--- config.mk ---
export PLATFORM = sky130hd
export DESIGN_NAME = pe_row_driver
export DESIGN_NICKNAME = d
export VERILOG_FILES = /design/src/rtl/pe_row_driver_pkg.sv /design/src/rtl/pe_row_driver_addr_gen.sv /design/src/rtl/pe_row_driver.sv
export SDC_FILE = /design/constraint.sdc
export NUM_CORES = 1
export LEC_CHECK = 0
export BUFFER_PORTS_ARGS = -buffer_cell sky130_fd_sc_hd__buf_2
export CORE_AREA = 2 2 231 233
export DETAILED_ROUTE_END_ITERATION = 8
export DIE_AREA = 0 0 233 235
export GPL_TIMING_DRIVEN = 0
export HOLD_SLACK_MARGIN = 0.03
export PLACE_DENSITY_LB_ADDON = 0.12
export SYNTH_ARGS = -nofsm -noshare
export SYNTH_HDL_FRONTEND = slang
export SYNTH_SLANG_ARGS = --single-unit
--- constraint.sdc ---
create_clock -name clk -period 3.85 [get_ports clk]
set_clock_uncertainty 0.05 [all_clocks]
set_input_delay 0.385 -clock clk [delete_from_list [all_inputs] [get_ports clk]]
set_output_delay 0.385 -clock clk [all_outputs]
set_load 0.01 [all_outputs]
--- src/rtl/pe_row_driver_pkg.sv ---
// Shared types and constants for the PE row driver: FSM states, PE accumulator
// geometry and a nibble-extraction helper.
package pe_row_driver_pkg;

    typedef enum logic [2:0] {
        IDLE,
        CLR,
        FEED,
        FLUSH,
        CAPT,
        OUT
    } state_t;

    localparam int PROD_SHIFT = 10;
    localparam int PE_ACC_W   = 14;
    // Widest nibble vector the helper handles; callers zero-extend to this width.
    localparam int NIB_VEC_W  = 1024;

    function automatic logic [3:0] nib(input logic [NIB_VEC_W-1:0] vec, input int i);
        return vec[4*i +: 4];
    endfunction

endpackage

--- src/rtl/pe_row_driver_addr_gen.sv ---
// Row/beat counters and matrix RAM read address generation for the PE row driver,
// driven by strobes from the FSM in pe_row_driver.
module pe_row_driver_addr_gen #(
    parameter int ROWS   = 64,
    parameter int BEATS  = 16,
    parameter int ADDR_W = $clog2(ROWS*BEATS),
    parameter int ROW_W  = $clog2(ROWS),
    parameter int BEAT_W = $clog2(BEATS)
) (
    input  logic              clk,
    input  logic              rst,
    input  logic              row_clr,
    input  logic              row_inc,
    input  logic              rd_first,
    input  logic              feed,
    output logic [ROW_W-1:0]  row,
    output logic [BEAT_W-1:0] beat,
    output logic              last_row,
    output logic              last_beat,
    output logic              mat_rd_en,
    output logic [ADDR_W-1:0] mat_addr
);

    logic [ADDR_W-1:0] row_base;

    assign last_row  = (row == ROW_W'(ROWS-1));
    assign last_beat = (beat == BEAT_W'(BEATS-1));
    assign row_base  = ADDR_W'(row) * ADDR_W'(BEATS);

    always_ff @(posedge clk) begin
        if (rst) begin
            row <= '0;
        end else if (row_clr) begin
            row <= '0;
        end else if (row_inc) begin
            row <= row + 1'b1;
        end
    end

    // Beat stops at BEATS-1 so FEED can see last_beat; CLR rewinds it.
    always_ff @(posedge clk) begin
        if (rst) begin
            beat <= '0;
        end else if (rd_first) begin
            beat <= '0;
        end else if (feed && !last_beat) begin
            beat <= beat + 1'b1;
        end
    end

    // Reads run one beat ahead of the PE because the RAM has one cycle of latency.
    always_comb begin
        mat_rd_en = 1'b0;
        mat_addr  = '0;
        if (rd_first) begin
            mat_rd_en = 1'b1;
            mat_addr  = row_base;
        end else if (feed && !last_beat) begin
            mat_rd_en = 1'b1;
            mat_addr  = row_base + ADDR_W'(beat) + ADDR_W'(1);
        end
    end

endmodule

--- src/rtl/pe_row_driver.sv ---
// Drives one PE MAC through a full matrix-vector product for the heavy-hash step.
// Build option: define PE_ROW_DRIVER_XOR_EN to XOR each product nibble with the hash.
module pe_row_driver
    import pe_row_driver_pkg::*;
#(
    parameter int WCOUNT  = 4,
    parameter int ROWS    = 64,
    parameter int COLS    = 64,
    parameter int MAT_LAT = 1
) (
    input  logic                                   clk,
    input  logic                                   rst,
    input  logic                                   hash_valid,
    output logic                                   hash_ready,
    input  logic [4*COLS-1:0]                      hash_in,
    output logic                                   mat_rd_en,
    output logic [$clog2(ROWS*COLS/WCOUNT)-1:0]    mat_addr,
    input  logic [4*WCOUNT-1:0]                    mat_data,
    output logic                                   pe_en,
    output logic                                   pe_clr,
    output logic [4*WCOUNT-1:0]                    pe_M,
    output logic [4*WCOUNT-1:0]                    pe_X,
    input  logic [PE_ACC_W-1:0]                    pe_out,
    output logic                                   res_valid,
    input  logic                                   res_ready,
    output logic [4*ROWS-1:0]                      res_data
);

    localparam int BEATS  = COLS / WCOUNT;
    localparam int ADDR_W = $clog2(ROWS*COLS/WCOUNT);
    localparam int ROW_W  = $clog2(ROWS);
    localparam int BEAT_W = $clog2(BEATS);

    // Only a single-cycle RAM and whole beats per row are supported.
    localparam bit unused_cfg_ok = (MAT_LAT == 1) && (COLS % WCOUNT == 0);

    state_t state, state_nxt;

    logic [4*COLS-1:0] hash_reg;
    logic [4*ROWS-1:0] res_reg;
    logic [ROW_W-1:0]  row;
    logic [BEAT_W-1:0] beat;
    logic              last_row, last_beat;
    logic              hash_take, row_clr, row_inc, rd_first, feed, capture;
    logic [3:0]        prod_nib, res_nib;
    logic              unused_pe_low;

    assign unused_pe_low = ^pe_out[PROD_SHIFT-1:0];
    assign prod_nib      = pe_out[PROD_SHIFT+3:PROD_SHIFT];
    assign res_data      = res_reg;

`ifdef PE_ROW_DRIVER_XOR_EN
    assign res_nib = prod_nib ^ nib(NIB_VEC_W'(hash_reg), int'(row));
`else
    assign res_nib = prod_nib;
`endif

    pe_row_driver_addr_gen #(
        .ROWS   (ROWS),
        .BEATS  (BEATS),
        .ADDR_W (ADDR_W),
        .ROW_W  (ROW_W),
        .BEAT_W (BEAT_W)
    ) u_addr_gen (
        .clk       (clk),
        .rst       (rst),
        .row_clr   (row_clr),
        .row_inc   (row_inc),
        .rd_first  (rd_first),
        .feed      (feed),
        .row       (row),
        .beat      (beat),
        .last_row  (last_row),
        .last_beat (last_beat),
        .mat_rd_en (mat_rd_en),
        .mat_addr  (mat_addr)
    );

    always_ff @(posedge clk) begin
        if (rst) begin
            state <= IDLE;
        end else begin
            state <= state_nxt;
        end
    end

    always_ff @(posedge clk) begin
        if (rst) begin
            hash_reg <= '0;
        end else if (hash_take) begin
            hash_reg <= hash_in;
        end
    end

    // Partial results from an aborted run are wiped by reset.
    always_ff @(posedge clk) begin
        if (rst) begin
            res_reg <= '0;
        end else if (capture) begin
            res_reg[int'(row)*4 +: 4] <= res_nib;
        end
    end

    always_comb begin
        state_nxt  = state;
        hash_ready = 1'b0;
        hash_take  = 1'b0;
        row_clr    = 1'b0;
        row_inc    = 1'b0;
        rd_first   = 1'b0;
        feed       = 1'b0;
        capture    = 1'b0;
        pe_en      = 1'b0;
        pe_clr     = 1'b0;
        pe_M       = '0;
        pe_X       = '0;
        res_valid  = 1'b0;
        unique case (state)
            IDLE: begin
                hash_ready = 1'b1;
                if (hash_valid) begin
                    hash_take = 1'b1;
                    row_clr   = 1'b1;
                    state_nxt = CLR;
                end
            end
            CLR: begin
                pe_clr    = 1'b1;
                rd_first  = 1'b1;
                state_nxt = FEED;
            end
            FEED: begin
                pe_en = 1'b1;
                feed  = 1'b1;
                pe_M  = mat_data;
                pe_X  = hash_reg[int'(beat)*(4*WCOUNT) +: 4*WCOUNT];
                if (last_beat) begin
                    state_nxt = FLUSH;
                end
            end
            // Zero operands push the last product through the PE pipeline.
            FLUSH: begin
                pe_en     = 1'b1;
                state_nxt = CAPT;
            end
            CAPT: begin
                capture = 1'b1;
                if (last_row) begin
                    state_nxt = OUT;
                end else begin
                    row_inc   = 1'b1;
                    state_nxt = CLR;
                end
            end
            OUT: begin
                res_valid = 1'b1;
                if (res_ready) begin
                    state_nxt = IDLE;
                end
            end
            default: state_nxt = IDLE;
        endcase
    end

endmodule

After elaboration in Yosys (flattened, before gate mapping)
Cells that the tools add are included.
{ "classes": {"n_addsub": 5, "n_eq_ne": 10, "n_shift": 3, "n_mux": 22, "n_reduce_logical": 7} }
{ "ops": {"columns": ["cell", "n"], "rows": [
  ["256-bit bitwise mux", 1],
  ["4-bit by 33-bit variable shift with 256-bit output (first input constant)", 1],
  ["256-bit by 9-bit variable part select with 16-bit output", 1],
  ["4-bit by 33-bit variable part select with 256-bit output", 1],
  ["8-bit negation with 33-bit output", 1],
  ["16-bit two-way mux", 2],
  ["10-bit two-way mux", 2],
  ["3-bit case mux with 6 select lines", 1],
  ["1-bit two-way mux", 12],
  ["3-bit two-way mux", 4],
  ["10-bit by 1-bit adder with 10-bit output (second input constant)", 1],
  ["10-bit by 4-bit adder with 10-bit output", 1],
  ["6-bit by 1-bit adder with 6-bit output (second input constant)", 1],
  ["3-bit by 2-bit equality test with 1-bit output (second input constant)", 2],
  ["3-bit equality test (second input constant)", 2],
  ["6-bit equality test (second input constant)", 1],
  ["2-bit OR reduction", 3],
  ["4-bit by 1-bit adder with 4-bit output (second input constant)", 1],
  ["4-bit equality test (second input constant)", 1],
  ["2-bit != test (second input constant)", 2],
  ["3-bit by 1-bit equality test with 1-bit output (second input constant)", 1],
  ["3-bit logical NOT", 1],
  ["3-bit AND reduction", 1],
  ["2-bit by 1-bit != test with 1-bit output (second input constant)", 1],
  ["other kinds (2)", 2]
]} }
{ "totals": {"regBits": 525, "inputBits": 290, "output_inout_bits": 303, "elab_cells": 52} }

Longest topological paths before layout
{ "depth": {"ltp_word": 5, "ltp_mapped": 13, "ltp_nobuf": 8} }

Cells and area by module
Synthesis repeated with hierarchy kept, for this count alone.
{ "unflattened": {"hier_cells": 2457, "hier_area_um2": 21840.9} }
{ "modules_own_cells": {"columns": ["module", "instances", "cells_each", "area_each_um2", "seq_area_each_um2"], "rows": [
  ["pe_row_driver", 1, 2378, 21214.1, 10309.9],
  ["pe_row_driver_addr_gen", 1, 79, 626.9, 200.2]
]} }

Least setup slack after synthesis
Ideal clock, no wire load.
{ "synth_timing": {"path_type": "reg2reg", "start": "reg u_addr_gen.row[3]", "end": "reg res_reg[212], in the netlist res_data[212]", "setup_ns": 0.128, "t_arrival_ns": 3.252, "required_ns": 3.672, "setup_slack_ns": 0.421, "stages_incl_launch_ff": 13, "period_less_slack_ns": 3.429, "cell_sequence": "dfxtp_1 > buf_2 > buf_2 > buf_1 > nor3_1 > ha_1 > clkbuf_1 > or4b_1 > buf_4 > or4_1 > a21oi_2 > mux2i_1 > nor2_1"} }
{ "synth_between": {"elab_chain_cells": 3, "elab_cells_between_ends": 4, "cone_classes": "add/sub (1); shift (2); mux (1)"} }
{ "synth_rtl": {"columns": ["item", "line_no", "text"], "rows": [
  ["start, declared", "pe_row_driver_addr_gen.sv:16", "output logic [ROW_W-1:0] row,"],
  ["start signal, assigned", "pe_row_driver_addr_gen.sv:36", "row <= row + 1'b1;"],
  ["8-bit negation with 33-bit output (*)", "pe_row_driver.sv:100", "res_reg[int'(row)*4 +: 4] <= res_nib;"],
  ["4-bit by 33-bit variable part select with 256-bit output / 4-bit by 33-bit variable shift with 256-bit output (equally long branches)", "pe_row_driver.sv:100", null],
  ["256-bit bitwise mux (*)", "pe_row_driver.sv:100", null],
  ["end signal, assigned by index", "pe_row_driver.sv:100", null],
  ["end, declared", "pe_row_driver.sv:40", "logic [4*ROWS-1:0] res_reg;"]
]} }
Mark *: on every way between the ends. The rest lies on a longest branch, timed or not.
A chain may end at the register's enable or synchronous reset.

Worst setup path after layout
{ "layout_timing": {"start": "reg u_addr_gen.beat[0]", "end": "out pe_X[13]"} }
{ "layout_between": {"elab_chain_cells": 2} }
{ "layout_rtl": {"columns": ["item", "line_no", "text"], "rows": [
  ["start, declared", "pe_row_driver_addr_gen.sv:17", "output logic [BEAT_W-1:0] beat,"],
  ["start signal, assigned", "pe_row_driver_addr_gen.sv:47", "beat <= beat + 1'b1;"],
  ["256-bit by 9-bit variable part select with 16-bit output", "pe_row_driver.sv:136", "pe_X = hash_reg[int'(beat)*(4*WCOUNT) +: 4*WCOUNT];"],
  ["16-bit two-way mux", "pe_row_driver.sv:118", "unique case (state)"],
  ["end, declared", "pe_row_driver.sv:22", "output logic [4*WCOUNT-1:0] pe_X,"]
]} }
Every way passes these cells.

==> impl_metrics.json <==
{
  "arrival_ns": 3.30,
  "max_freq_mhz": 268,
  "hold_violations": 0,
  "n_fill_cell": 4635,
  "pwr_density_cell_nw_per_um2": 467,
  "rows": 84,
  "cts_buffer_depth": 3,
  "ys_seq_area_share_pct": 46.7,
  "wl_per_cell_um": 23.1,
  "syn_inst": 2484,
  "final_nets": 3668,
  "ys.flop_type": "dfxtp_1",
  "finalCritPeriodShare_pct": 97.0,
  "root_buffer": "clkbuf_16",
  "cellLeakagePower_nw": 13.2,
  "placed_area_um2": 26300,
  "drive_gt1_share_pct": 24.1,
  "slew_violations": 0,
  "syn-cell-area_um2": 22500,
  "placed_cells": 3750,
  "die_y_um": 235,
  "clk_pin_slew_ns": 0.06,
  "grtUsageTotal_pct": 33.7,
  "finalSetupViolCount": 0,
  "synth.distinct_cells": 65,
  "drc": 0,
  "drt-initial-drc-count": 1678,
  "place.port_buffers": 578,
  "antenna_found_initial": 4,
  "initial_core_util_pct": 43.1,
  "yosys_register_bits": 525,
  "relSlewSlack_pct": 18.5,
  "cts_buffers": 55,
  "seq_area_um2": 10500,
  "multi_input_area_um2": 11300,
  "cts_tree": "built",
  "cp_data_required_time_ns": 3.41,
  "place.gp.congestion": 0.960,
  "fin_area_um2": 30900,
  "ys_async_sr_fraction_pct": 0,
  "status": "complete, no violations",
  "drtPass1Iterations": 6,
  "ant_nets": 0,
  "fin_util_pct": 59.1,
  "cp-end-kind": "output port",
  "syn-num-nets": 2778,
  "irDropWorstVdd_mv": 0.344,
  "totalWireLength_um": 94800,
  "grt_pass1_vias": 22092,
  "num_vias": 22585,
  "place.detailed.hpwl_um": 71300,
  "worstHoldPathType": "primary input to flop",
  "die_w_um": 233,
  "finalCriticalPeriod_ns": 3.74,
  "area_growth_pct": 37.1,
  "ios": 593,
  "tightest_slew_ns": 1.21,
  "cts_htree_levels": 2,
  "final_cells": 4108,
  "dieArea_um2": 54800,
  "vias_per_cell": 5.50,
  "clk_latency_ns": 0.61,
  "yosysWarnings": 0,
  "core_um2": 52200,
  "grt_pass1_wl_um": 138000,
  "path_class": "flop to output port",
  "gr-total-overflow": 0,
  "synth_area_per_cell_um2": 9.07,
  "maxCapViolCount": 0,
  "clock-sinks": 525,
  "startpoint_type": "flop",
  "critical_path_peak_fanout": 10,
  "synth_edf_count": 0,
  "rsz0062_at_grt": "false",
  "grt_max_degree": 15
}
-- final cells by class --
cell class / count / share of cell area [%]
Multi-Input combinational cell: 1756 / 36.6
Sequential cell: 525 / 34.0
Timing Repair Buffer: 836 / 17.6
Clock buffer: 84 / 5.40
Tap cell: 688 / 2.79
Buffer: 189 / 2.59
Clock inverter: 17 / 0.810
Inverter: 11 / 0.134
Antenna cell: 2 / 0.0162
-- timing repair --
| item | CTS | global route |
|---|---|---|
| setup buffers | 5 | 6 |
| hold buffers | 247 | 0 |
| resized for setup | 24 | 14 |
| pin swaps | 1 | 2 |
| hold endpoints to repair | 247 | 0 |
| endpoints found under the setup margin | 256 | 199 |
-- logic make-up after synthesis --
family	after synthesis	share of synthesized area, %
and+or+nand+nor	1091	22.6
muxes	272	16.5
xor gates and xnor gates	16	0.689
DFF	525	46.7
buffers and inverters	203	3.53
adders and majority gates	4	0.222
AOI/OAI and AO/OA	373	9.74
-- cell usage in the layout, fill, tap and decap left out, drive strengths merged, types with 2 or more instances in the layout --
cell / Yosys / layout
nor4: 6 / 6
o31ai: 8 / 8
and2: 49 / 49
nand4: 32 / 32
a21oi: 294 / 294
ha: 4 / 4
clkdlybuf4s15: 0 / 3
inv: 11 / 13
bufinv: 0 / 6
nand2b: 89 / 89
nand2: 588 / 588
nand3b: 48 / 48
clkinv: 0 / 6
mux2i: 192 / 192
a2111oi: 10 / 10
nand3: 43 / 43
nor4b: 2 / 2
nor2: 161 / 161
or3: 14 / 14
a211o: 2 / 2
clkbuf: 165 / 250
o21a: 2 / 2
dlygate4sd3: 0 / 247
dfxtp: 525 / 525
clkinvlp: 0 / 3
nor3b: 4 / 4
or4: 9 / 9
a211oi: 3 / 3
diode: 0 / 2
and3: 11 / 11
nor3: 20 / 20
xnor2: 15 / 15
nor2b: 6 / 6
and4: 2 / 2
o21ai: 37 / 37
mux4: 80 / 80
buf: 27 / 609
o2111ai: 7 / 7
-- cell usage after synthesis, drive strengths merged (3+ instances only) --
cell,n,area share (%)
and2,49,1.4
a21oi,294,6.6
a211oi,3,0.10
buf,27,0.59
xnor2,15,0.65
nor4,6,0.43
clkbuf,165,2.8
nand3b,48,1.6
ha,4,0.22
or3,14,0.41
a2111oi,10,1.1
nand4,32,0.96
nor3,20,0.53
nor3b,4,0.16
or4,9,0.30
and3,11,0.31
o2111ai,7,0.33
nand2b,89,2.5
dfxtp,525,47
nor2,161,2.7
o21ai,37,0.82
mux2i,192,8.5
nand2,588,9.8
mux4,80,8.0
nand3,43,0.96
nor2b,6,0.17
o31ai,8,0.27
inv,11,0.18
-- metrics by stage --
step	hold slack (ns)	TNS [ns]	total power [mW]	worst slack, ns
after floorplan	0.383	0	7.56	0.421
after global placement	0.388	-70.79	8.56	-0.897
after detailed placement	0.391	-71.41	8.61	-0.932
after CTS	0.0310	0	14.4	0.00435
after global routing	0.0460	0	14.9	0.00814
final	0.0635	0	14.4	0.114
-- metal layers --
layer | vias to the layer above | part of all wire, % | GRT usage (%)
li1 | 10300 | - | -
met5 | - | 0.025 | 0
met3 | 311 | 6.6 | 5.15
met4 | 4 | 6.3 | 18.8
met1 | 10840 | 38 | 39.4
met2 | 1130 | 49 | 58.7
-- where the power goes --
part           switching [mW]  internal (mW)  leakage, nW  total, mW
Clock                    2.27           3.38        0.936       5.65
Combinational            1.68           1.04         7.99       2.72
Sequential              0.233           5.82         4.27       6.05
-- final timing paths --
path | start | end | slack, ns | cells past startpoint
max | u_addr_gen.beat[0] | pe_X[13] | 0.11 | 6
min | hash_in[255] | hash_reg[255] | 0.06 | 3
max reg2reg | u_addr_gen.row[3] | res_data[46] | 0.15 | 11
min reg2reg | res_data[87] | res_data[87] | 0.40 | 2
-- worst max-delay path, cell delays in order, from the launching register on --
cell      delay (ns)
dfxtp_1         0.34
clkbuf_1        0.18
clkbuf_1        0.62
mux4_2          0.64
mux4_2          0.47
and2_1          0.25
buf_2           0.18
Power figures use the tool's default switching activity.
